## src/rtl/painterengine_gpu_reader_scheduler_pkg.sv

```systemverilog
// Shared definitions for the PainterEngine GPU reader scheduler:
// state encoding, reader/scheduler error codes and channel count.
package painterengine_gpu_reader_scheduler_pkg;

   localparam int NUM_CH = 4;

   localparam logic [1:0] ST_IDLE    = 2'd0;
   localparam logic [1:0] ST_HOLD    = 2'd1;
   localparam logic [1:0] ST_RUN     = 2'd2;
   localparam logic [1:0] ST_RELEASE = 2'd3;

   // Codes 000-101 come from the reader; 110 is raised by the scheduler itself.
   localparam logic [2:0] ERR_NONE     = 3'b000;
   localparam logic [2:0] ERR_BUS      = 3'b001;
   localparam logic [2:0] ERR_ALIGN    = 3'b010;
   localparam logic [2:0] ERR_LENGTH   = 3'b011;
   localparam logic [2:0] ERR_FORMAT   = 3'b100;
   localparam logic [2:0] ERR_OVERFLOW = 3'b101;
   localparam logic [2:0] ERR_TIMEOUT  = 3'b110;

   function automatic logic [NUM_CH-1:0] ch_onehot(input logic [1:0] idx);
      ch_onehot = 4'b0001 << idx;
   endfunction

endpackage

```

## src/rtl/painterengine_gpu_rr_arbiter.sv

```systemverilog
// Combinational round-robin pick: first requester after the pointer wins.
module painterengine_gpu_rr_arbiter
   import painterengine_gpu_reader_scheduler_pkg::*;
(
   input  logic [NUM_CH-1:0] req_i,
   input  logic [1:0]        ptr_i,
   output logic [1:0]        idx_o,
   output logic              valid_o
);

   // Scan farthest-to-nearest so the nearest requester after ptr_i is written last.
   always_comb begin
      logic [1:0] cand;
      idx_o   = 2'd0;
      valid_o = 1'b0;
      cand    = 2'd0;
      for (int i = NUM_CH; i >= 1; i--) begin
         cand    = ptr_i + 2'(i);
         idx_o   = req_i[cand] ? cand : idx_o;
         valid_o = valid_o | req_i[cand];
      end
   end

endmodule

```

## src/rtl/painterengine_gpu_reader_scheduler.sv

```systemverilog
// Time-multiplexes one GPU reader among four channels: per job it holds the
// reader in reset, runs it under a watchdog, and reports done/error per channel.
module painterengine_gpu_reader_scheduler
   import painterengine_gpu_reader_scheduler_pkg::*;
#(
   parameter int RESET_CYCLES    = 2,
   parameter int WATCHDOG_CYCLES = 1048576
)
(
   input  logic         i_wire_clock,
   input  logic         i_wire_reset,
   input  logic [3:0]   i_wire_request,
   input  logic [127:0] i_wire_address,
   input  logic [127:0] i_wire_length,
   output logic [3:0]   o_wire_grant,
   output logic [3:0]   o_wire_channel_done,
   output logic [3:0]   o_wire_channel_error,
   output logic [2:0]   o_wire_error_type,
   output logic         o_wire_busy,
   output logic         o_wire_reader_resetn,
   output logic [3:0]   o_wire_router,
   output logic [127:0] o_wire_address,
   output logic [127:0] o_wire_length,
   input  logic         i_wire_reader_done,
   input  logic         i_wire_reader_error,
   input  logic [2:0]   i_wire_reader_error_type
);

   localparam logic [15:0] HOLD_LAST  = 16'(RESET_CYCLES - 1);
   localparam logic [20:0] WDOG_LIMIT = 21'(WATCHDOG_CYCLES);

   logic [1:0]   state_q, state_d;
   logic [1:0]   idx_q, idx_d;
   logic [1:0]   last_q, last_d;
   logic [15:0]  hold_q, hold_d;
   logic [20:0]  wdog_q, wdog_d;
   logic [3:0]   grant_q, grant_d;
   logic [3:0]   router_q, router_d;
   logic         resetn_q, resetn_d;
   logic [127:0] addr_q, addr_d;
   logic [127:0] len_q, len_d;
   logic [3:0]   done_q, done_d;
   logic [3:0]   err_q, err_d;
   logic [2:0]   etype_q, etype_d;
   logic         busy_q, busy_d;
   logic [1:0]   win_idx_s;
   logic         win_valid_s;

   painterengine_gpu_rr_arbiter u_arb (
      .req_i   (i_wire_request),
      .ptr_i   (last_q),
      .idx_o   (win_idx_s),
      .valid_o (win_valid_s)
   );

   // Next-state and next-output computation for the job sequencer.
   always_comb begin
      state_d  = state_q;
      idx_d    = idx_q;
      last_d   = last_q;
      hold_d   = hold_q;
      wdog_d   = wdog_q;
      grant_d  = grant_q;
      router_d = router_q;
      resetn_d = resetn_q;
      addr_d   = addr_q;
      len_d    = len_q;
      done_d   = 4'b0000;
      err_d    = 4'b0000;
      etype_d  = etype_q;
      case (state_q)
         ST_IDLE: begin
            resetn_d = 1'b0;
            addr_d   = 128'd0;
            len_d    = 128'd0;
            if (win_valid_s) begin
               state_d  = ST_HOLD;
               idx_d    = win_idx_s;
               grant_d  = ch_onehot(win_idx_s);
               router_d = ch_onehot(win_idx_s);
               hold_d   = 16'd0;
               wdog_d   = 21'd0;
               addr_d[{win_idx_s, 5'd0} +: 32] = i_wire_address[{win_idx_s, 5'd0} +: 32];
               len_d[{win_idx_s, 5'd0} +: 32]  = i_wire_length[{win_idx_s, 5'd0} +: 32];
            end else begin
               grant_d  = 4'b0000;
               router_d = 4'b0000;
            end
         end
         ST_HOLD: begin
            if (hold_q == HOLD_LAST) begin
               state_d  = ST_RUN;
               resetn_d = 1'b1;
            end else begin
               hold_d   = hold_q + 16'd1;
            end
         end
         ST_RUN: begin
            wdog_d = wdog_q + 21'd1;
            // Error outranks done; the watchdog only fires if the reader is silent.
            if (i_wire_reader_error) begin
               err_d   = ch_onehot(idx_q);
               etype_d = i_wire_reader_error_type;
            end else if (i_wire_reader_done) begin
               done_d  = ch_onehot(idx_q);
               last_d  = idx_q;
            end else if (wdog_d == WDOG_LIMIT) begin
               err_d   = ch_onehot(idx_q);
               etype_d = ERR_TIMEOUT;
            end else begin
               etype_d = etype_q;
            end
            if ((done_d | err_d) != 4'b0000) begin
               state_d  = ST_RELEASE;
               resetn_d = 1'b0;
               grant_d  = 4'b0000;
               router_d = 4'b0000;
               addr_d   = 128'd0;
               len_d    = 128'd0;
            end else begin
               resetn_d = 1'b1;
            end
         end
         ST_RELEASE: begin
            state_d = ST_IDLE;
         end
         default: begin
            state_d  = ST_IDLE;
            resetn_d = 1'b0;
            grant_d  = 4'b0000;
            router_d = 4'b0000;
         end
      endcase
      busy_d = (state_d != ST_IDLE);
   end

   // State and registered-output update with synchronous reset.
   always_ff @(posedge i_wire_clock) begin
      if (i_wire_reset) begin
         state_q  <= ST_IDLE;
         idx_q    <= 2'd0;
         last_q   <= 2'd3;
         hold_q   <= 16'd0;
         wdog_q   <= 21'd0;
         grant_q  <= 4'b0000;
         router_q <= 4'b0000;
         resetn_q <= 1'b0;
         addr_q   <= 128'd0;
         len_q    <= 128'd0;
         done_q   <= 4'b0000;
         err_q    <= 4'b0000;
         etype_q  <= ERR_NONE;
         busy_q   <= 1'b0;
      end else begin
         state_q  <= state_d;
         idx_q    <= idx_d;
         last_q   <= last_d;
         hold_q   <= hold_d;
         wdog_q   <= wdog_d;
         grant_q  <= grant_d;
         router_q <= router_d;
         resetn_q <= resetn_d;
         addr_q   <= addr_d;
         len_q    <= len_d;
         done_q   <= done_d;
         err_q    <= err_d;
         etype_q  <= etype_d;
         busy_q   <= busy_d;
      end
   end

   assign o_wire_grant         = grant_q;
   assign o_wire_router        = router_q;
   assign o_wire_reader_resetn = resetn_q;
   assign o_wire_address       = addr_q;
   assign o_wire_length        = len_q;
   assign o_wire_channel_done  = done_q;
   assign o_wire_channel_error = err_q;
   assign o_wire_error_type    = etype_q;
   assign o_wire_busy          = busy_q;

endmodule

```

## config.mk

```make
export PLATFORM = sky130hd
export DESIGN_NAME = painterengine_gpu_reader_scheduler
export DESIGN_NICKNAME = d
export VERILOG_FILES = /design/src/rtl/painterengine_gpu_reader_scheduler_pkg.sv /design/src/rtl/painterengine_gpu_rr_arbiter.sv /design/src/rtl/painterengine_gpu_reader_scheduler.sv
export SDC_FILE = /design/constraint.sdc
export NUM_CORES = 1
export LEC_CHECK = 0
export BUFFER_PORTS_ARGS = -buffer_cell sky130_fd_sc_hd__buf_2
export CAP_MARGIN = 25
export CORE_AREA = 8 8 205 207
export CTS_CLUSTER_SIZE = 14
export DETAILED_ROUTE_END_ITERATION = 8
export DIE_AREA = 0 0 213 215
export MAX_ROUTING_LAYER = met4
export PLACE_DENSITY = 0.63
export SLEW_MARGIN = 20
export SYNTH_ARGS = -nofsm -noshare
export SYNTH_HDL_FRONTEND = slang
export SYNTH_SLANG_ARGS = --single-unit
```

## constraint.sdc

```tcl
create_clock -name i_wire_clock -period 9 [get_ports i_wire_clock]
set_input_delay 1.8 -clock i_wire_clock [delete_from_list [all_inputs] [get_ports i_wire_clock]]
set_output_delay 1.8 -clock i_wire_clock [all_outputs]
set_load 0.01 [all_outputs]
```

==> results of run 1 <==
==> registers in the layout (all words and copies together) (netlist names) <==
signal	flops
wdog_q	21
o_wire_error_type	3
o_wire_reader_resetn	1
o_wire_length	128
hold_q	16
state_q	2
o_wire_router	4
o_wire_address	128
last_q	2
o_wire_channel_done	4
o_wire_busy	1
idx_q	2
o_wire_channel_error	4
==> final cells by class <==
class	count	area (sq um)	share of cell area [%]
Clock buffer	51	1039	5.685
Timing Repair Buffer	565	2875	15.74
Antenna cell	1	2.502	0.01370
Multi-Input combinational cell	1180	7226	39.55
Inverter	12	52.55	0.2877
Clock inverter	11	91.34	0.5000
Tap cell	525	656.9	3.596
Sequential cell	316	6326	34.63
==> worst min path at each step <==
stage	from	cells after the start	slack, ns	to
floorplan	last_q[0]$_SDFFE_PP1P_	2	0.46	last_q[0]$_SDFFE_PP1P_
global placement	o_wire_address[100]$_SDFFE_PP0P_	1	0.44	o_wire_address[100]$_SDFFE_PP0P_
detailed placement	o_wire_address[113]$_SDFFE_PP0P_	1	0.44	o_wire_address[113]$_SDFFE_PP0P_
CTS	o_wire_address[119]$_SDFFE_PP0P_	1	0.46	o_wire_address[119]$_SDFFE_PP0P_
global route	o_wire_length[39]$_SDFFE_PP0P_	1	0.47	o_wire_length[39]$_SDFFE_PP0P_
finish	o_wire_address[124]$_SDFFE_PP0P_	1	0.46	o_wire_address[124]$_SDFFE_PP0P_
==> layer usage <==
layer	vias to the layer above	global-route usage, %	share of wire, %
met2	548	40.77	48
li1	7115	-	-
met5	-	-	0
met1	7190	32.25	43
met3	77	3.988	5.9
met4	0	7.593	3.2
==> power by group through the flow <==
| stage | logic, W | clock network [W] | registers [W] |
|---|---|---|---|
| 2_1_floorplan | 0.000321 | 0 | 0.00147 |
| 3_3_place_gp | 0.000512 | 0 | 0.00146 |
| 3_5_place_dp | 0.000518 | 0 | 0.00146 |
| 4_1_cts | 0.000520 | 0.00145 | 0.00143 |
| 5_1_grt | 0.000566 | 0.00151 | 0.00143 |
| 6_report | 0.000520 | 0.00142 | 0.00143 |
==> metrics by stage <==
stage	power [W]	instance area, sq um	hold slack [ns]	util [%]
floorplan	0.001788	14360	0.4596	-
global placement	0.001974	17120	0.4407	43.90
detailed placement	0.001980	17130	0.4409	43.93
CTS	0.003397	18260	0.4581	46.82
global route	0.003509	18270	0.4722	46.84
finish	0.003371	18270	0.4557	46.84
==> kinds of logic after synthesis <==
kind of cell,count (synthesis),synth area share [%]
compound gates,543,28.73
xor+xnor,21,1.281
fa+ha+maj,13,1.133
buf+inv,198,6.255
flops,316,44.05
mux,4,0.2788
simple gates,599,18.27
==> cells in the mapped netlist (all sizes together), types with 2 or more instances <==
master / number / share of area, %
or3: 8 / 0.35
mux2i: 4 / 0.28
nand4: 14 / 0.76
a31oi: 2 / 0.087
o31ai: 129 / 6.8
o2111a: 2 / 0.16
and2: 4 / 0.17
a21o: 5 / 0.26
clkbuf: 134 / 3.5
nor4b: 3 / 0.18
a21oi: 37 / 1.3
xor2: 11 / 0.67
nand2b: 5 / 0.22
nor4: 11 / 0.58
nor2b: 8 / 0.35
nor2: 245 / 6.4
o2111ai: 129 / 7.9
nand2: 178 / 4.7
ha: 13 / 1.1
nor3b: 5 / 0.26
dfxtp: 316 / 44
o21ai: 83 / 2.9
a211oi: 5 / 0.26
nor3: 18 / 0.63
or4: 3 / 0.16
o21a: 4 / 0.21
and3: 9 / 0.39
or2: 2 / 0.087
o211ai: 5 / 0.26
o22ai: 2 / 0.087
nand3: 83 / 2.9
xnor2: 10 / 0.61
buf: 52 / 2.4
o2bb2ai: 129 / 7.9
inv: 11 / 0.29
and4: 3 / 0.18
==> critical path, cell delays in order <==
cell and delay, ns:
buf_2 0.14, nor2b_1 0.15, o21ai_0 0.25, o311a_4 0.69
ha_1 0.37, nor3_1 0.46, nand4_1 0.79, buf_4 0.59
o2bb2ai_1 0.23
==> impl_metrics.tcl, run 1 <==
set metrics [dict create \
    cts-root-buf "clkbuf_16" \
    fin_crit_sh_pct 56.94 \
    fmax_mhz 195.1 \
    numCtsBuffers 36 \
    rrSetupSlack_ns 4.55 \
    die_h_um 215 \
    async_reset_ff_share_pct 0 \
    grt_setup_unrepaired "no" \
    synth_edf_count 0 \
    fin_setup_tns_ns 0 \
    core_area_sq_um 39000 \
    worst_slack_ns 3.875 \
    cts-hold-fix-buffers 0 \
    setup.worst_path.start "i_wire_request[3]" \
    vias_per_cell 5.611 \
    start_util_pct 36.82 \
    setup_viol 0 \
    synth_top_flop_cell "dfxtp_1" \
    dieWidth_um 213 \
    mostFrequentLayoutCells "545 x buf_2, 316 x dfxtp_1, 245 x nor2_1" \
    irDropWorstVdd_v 0.0001172 \
    rr_worst_depth 8 \
    synth.distinct_cells 57 \
    row_count 73 \
    clk_latency_ns 0.51 \
    drt-initial-drc-count 1236 \
    area_growth_pct 27.21 \
    grt_pass1_vias 14410 \
    drc 0 \
    stdcell_count 2661 \
    p_leak_nw 7.933 \
    drv_slew 0 \
    worst-path-max-fanout 57 \
    crit_end "o_wire_address[47]$_SDFFE_PP0P_" \
    dp.final_hpwl_mm 42.22 \
    slew_headroom_pct 26.83 \
    antenna_left 0 \
    tritoncts "done" \
    cp-end-kind "flop" \
    grt_pass1_wl_mm 89.41 \
    synth-seq-area-share_pct 44.05 \
    swShare_pct 29.03 \
    clkTransAtPathRegs_ns 0.06 \
    grt_usage_pct 25.28 \
    cts_setup_buffers 0 \
    yosys_warnings 0 \
    dieArea_sq_um 45800 \
    skew_ns 0.02495 \
    outcome "finished, final reports clean" \
    io_buffers 543 \
    crit_type "input pin to flop" \
    placed_cells 2597 \
    wl_per_cell_um 22.29 \
    power_frac_comb_pct 15.4 \
    final_hold_viol_count 0 \
    p_clk_share_pct 42.1 \
    syn_area_sq_um 14360 \
    grt_max_degree 90 \
    ctsResizeCount 0 \
    maxCapViolCount 0 \
    worst_pin_slew_ns 1.086 \
    r2r_end "o_wire_address[103]$_SDFFE_PP0P_" \
    drive_gt1_share_pct 29.84 \
    boundaryPins 544 \
    nets 2391 \
    reg2reg_from "state_q[0]$_SDFF_PP0_" \
    synth_seq_cells 316 \
    fin_crit_ns 5.125 \
    hold_class "flop to flop" \
    avgSynthCellArea_sq_um 8.478 \
    globalplace.congestion 0.9584 \
    syn_inst 1694 \
    power_density_nw_per_um2 184.5 \
    power.switching_w 0.0009788 \
    first_pass_iters 5 \
    intPower_w 0.002392 \
    clockBufferDepth 3 \
    dp_slack_ns 3.398 \
    seqPwrFrac_pct 42.5 \
    antenna_found_initial 1 \
    clock-sinks 316 \
    overflow 0 \
    dr_total_vias 14930 \
    cp.arrival_ns 5.55 \
    num-fill-cells 3910 \
    cp-start-kind "input pin" \
    mostFrequentLayoutCell "buf_2" \
    cts_htree_levels 2 \
    required_ns 9.43 \
    wirelength_mm 59.32 \
    syn_nets 1974 \
]
Note: power is estimated with default switching activity, not from simulation.
==> inputs of run 2 (changes only) <==
Clock period 9 ns to 5.3 ns, I/O delays scaled along.
==> impl_metrics.tcl, run 2 (same netlist as run 1, synthesis figures left out) <==
set metrics [dict create \
    power_density_nw_per_um2 321.9 \
    fin_crit_ns 4.176 \
    required_ns 5.74 \
    mostFrequentLayoutCells "543 x buf_2, 316 x dfxtp_1, 245 x nor2_1" \
    cts_htree_levels 2 \
    antenna_left 0 \
    antenna_found_initial 1 \
    clkTransAtPathRegs_ns 0.06 \
    dr_total_vias 15170 \
    crit_type "flop to flop" \
    cp.arrival_ns 4.62 \
    core_area_sq_um 39000 \
    grt_usage_pct 25.43 \
    setup_viol 0 \
    fin_crit_sh_pct 78.79 \
    fmax_mhz 239.5 \
    die_h_um 215 \
    grt_setup_unrepaired "no" \
    cts_setup_buffers 0 \
    drc 0 \
    placed_cells 2601 \
    irDropWorstVdd_v 0.0002041 \
    row_count 73 \
    drive_gt1_share_pct 30.06 \
    cp-start-kind "flop" \
    vias_per_cell 5.690 \
    p_leak_nw 8.010 \
    clockBufferDepth 3 \
    boundaryPins 544 \
    grt_pass1_vias 14380 \
    hold_ws_ns 0.4575 \
    drt-initial-drc-count 1179 \
    nets 2394 \
    dp.final_hpwl_mm 42.91 \
    worst-path-max-fanout 70 \
    grt_max_degree 111 \
    wirelength_mm 60.14 \
    skew_ns 0.01881 \
    cp-end-kind "flop" \
    start_util_pct 36.82 \
    cpPeakStageDelay_ns 0.85 \
    fin_setup_tns_ns 0 \
    numCtsBuffers 36 \
    outcome "finished, final reports clean" \
    maxCapViolCount 0 \
    dieArea_sq_um 45800 \
    crit_chain "ha_1 -> nand4_1 -> nor4_1 -> a21oi_1 -> o22ai_1 -> or4_4 -> o211a_4 -> buf_4 -> o2bb2ai_1" \
    io_buffers 543 \
    stdcell_count 2665 \
    crit_buf_inv 1 \
    clock-sinks 316 \
    cp_slowest_cell "o211a_4" \
    cts-root-buf "clkbuf_16" \
    area_growth_pct 28.35 \
    globalplace.congestion 0.9508 \
    slew_headroom_pct 31.65 \
    drv_slew 0 \
    overflow 0 \
    grt_pass1_wl_mm 89.12 \
    mostFrequentLayoutCell "buf_2" \
    ctsResizeCount 0 \
    wl_per_cell_um 22.57 \
    worst_pin_slew_ns 1.025 \
    clk_latency_ns 0.52 \
    tritoncts "done" \
    crit_family "compound AO/OA/AOI/OAI gates" \
    final_hold_viol_count 0 \
    dieWidth_um 213 \
    first_pass_iters 5 \
    hold_class "flop to flop" \
    cts-hold-fix-buffers 0 \
]
==> run 2: changes by cell type in the layout (fill, tap and decap cells not counted), moves of 2 or more <==
cell	before	now
buf_4	19	23
buf_12	0	2
bufinv_16	1	5
clkbuf_1	8	6
buf_2	545	543
==> run 2: cell type report <==
cell class,count,area [sq um]
Multi-Input combinational cell,1180,7226
Clock buffer,49,1031
Timing Repair Buffer,568,2930
Inverter,12,52.55
Tap cell,525,656.9
Antenna cell,1,2.502
Clock inverter,14,207.7
Fill cell,3874,20570
Sequential cell,316,6326
==> run 2: per-layer routing <==
| metal | track usage [%] | routed length (um) | vias up |
|---|---|---|---|
| li1 | - | - | 7127 |
| met1 | 31.92 | 25060 | 7280 |
| met2 | 39.76 | 28140 | 640 |
| met3 | 4.803 | 4312 | 118 |
| met4 | 10.35 | 2638 | 0 |
| met5 | - | 0 | - |
==> run 2: final timing paths <==
kind / startpoint / endpoint / slack (ns) / depth (start not counted)
max: wdog_q[0]$_SDFFE_PP0P_ / o_wire_length[45]$_SDFFE_PP0P_ / 1.12 / 9
min: o_wire_address[57]$_SDFFE_PP0P_ / o_wire_address[57]$_SDFFE_PP0P_ / 0.46 / 1
max reg2reg: wdog_q[0]$_SDFFE_PP0P_ / o_wire_length[45]$_SDFFE_PP0P_ / 1.12 / 9
min reg2reg: o_wire_address[57]$_SDFFE_PP0P_ / o_wire_address[57]$_SDFFE_PP0P_ / 0.46 / 1
==> run 2: worst reg2reg max path, stage by stage, from the launching register on <==
cell and delay, ns:
dfxtp_1 0.54, ha_1 0.36, nand4_1 0.21, nor4_1 0.32, a21oi_1 0.15, o22ai_1 0.18, or4_4 0.72, o211a_4 0.93
buf_4 0.50, o2bb2ai_1 0.20
==> run 2: power breakdown <==
part,total [W],internal [W],switching (W)
Clock,0.00261,0.00161,0.00100
Combinational,0.000892,0.000247,0.000645
Sequential,0.00243,0.00241,0.0000241
==> run 2: per-stage QoR <==
step	util [%]	power, W	setup slack [ns]	area (sq um)
floorplan	-	0.003036	1.699	14360
CTS	47.26	0.005983	1.156	18430
finish	47.26	0.005933	1.124	18430
detailed placement	44.08	0.003367	0.9032	17190
global route	47.26	0.006163	0.8305	18430
global placement	44.08	0.003355	0.9861	17190
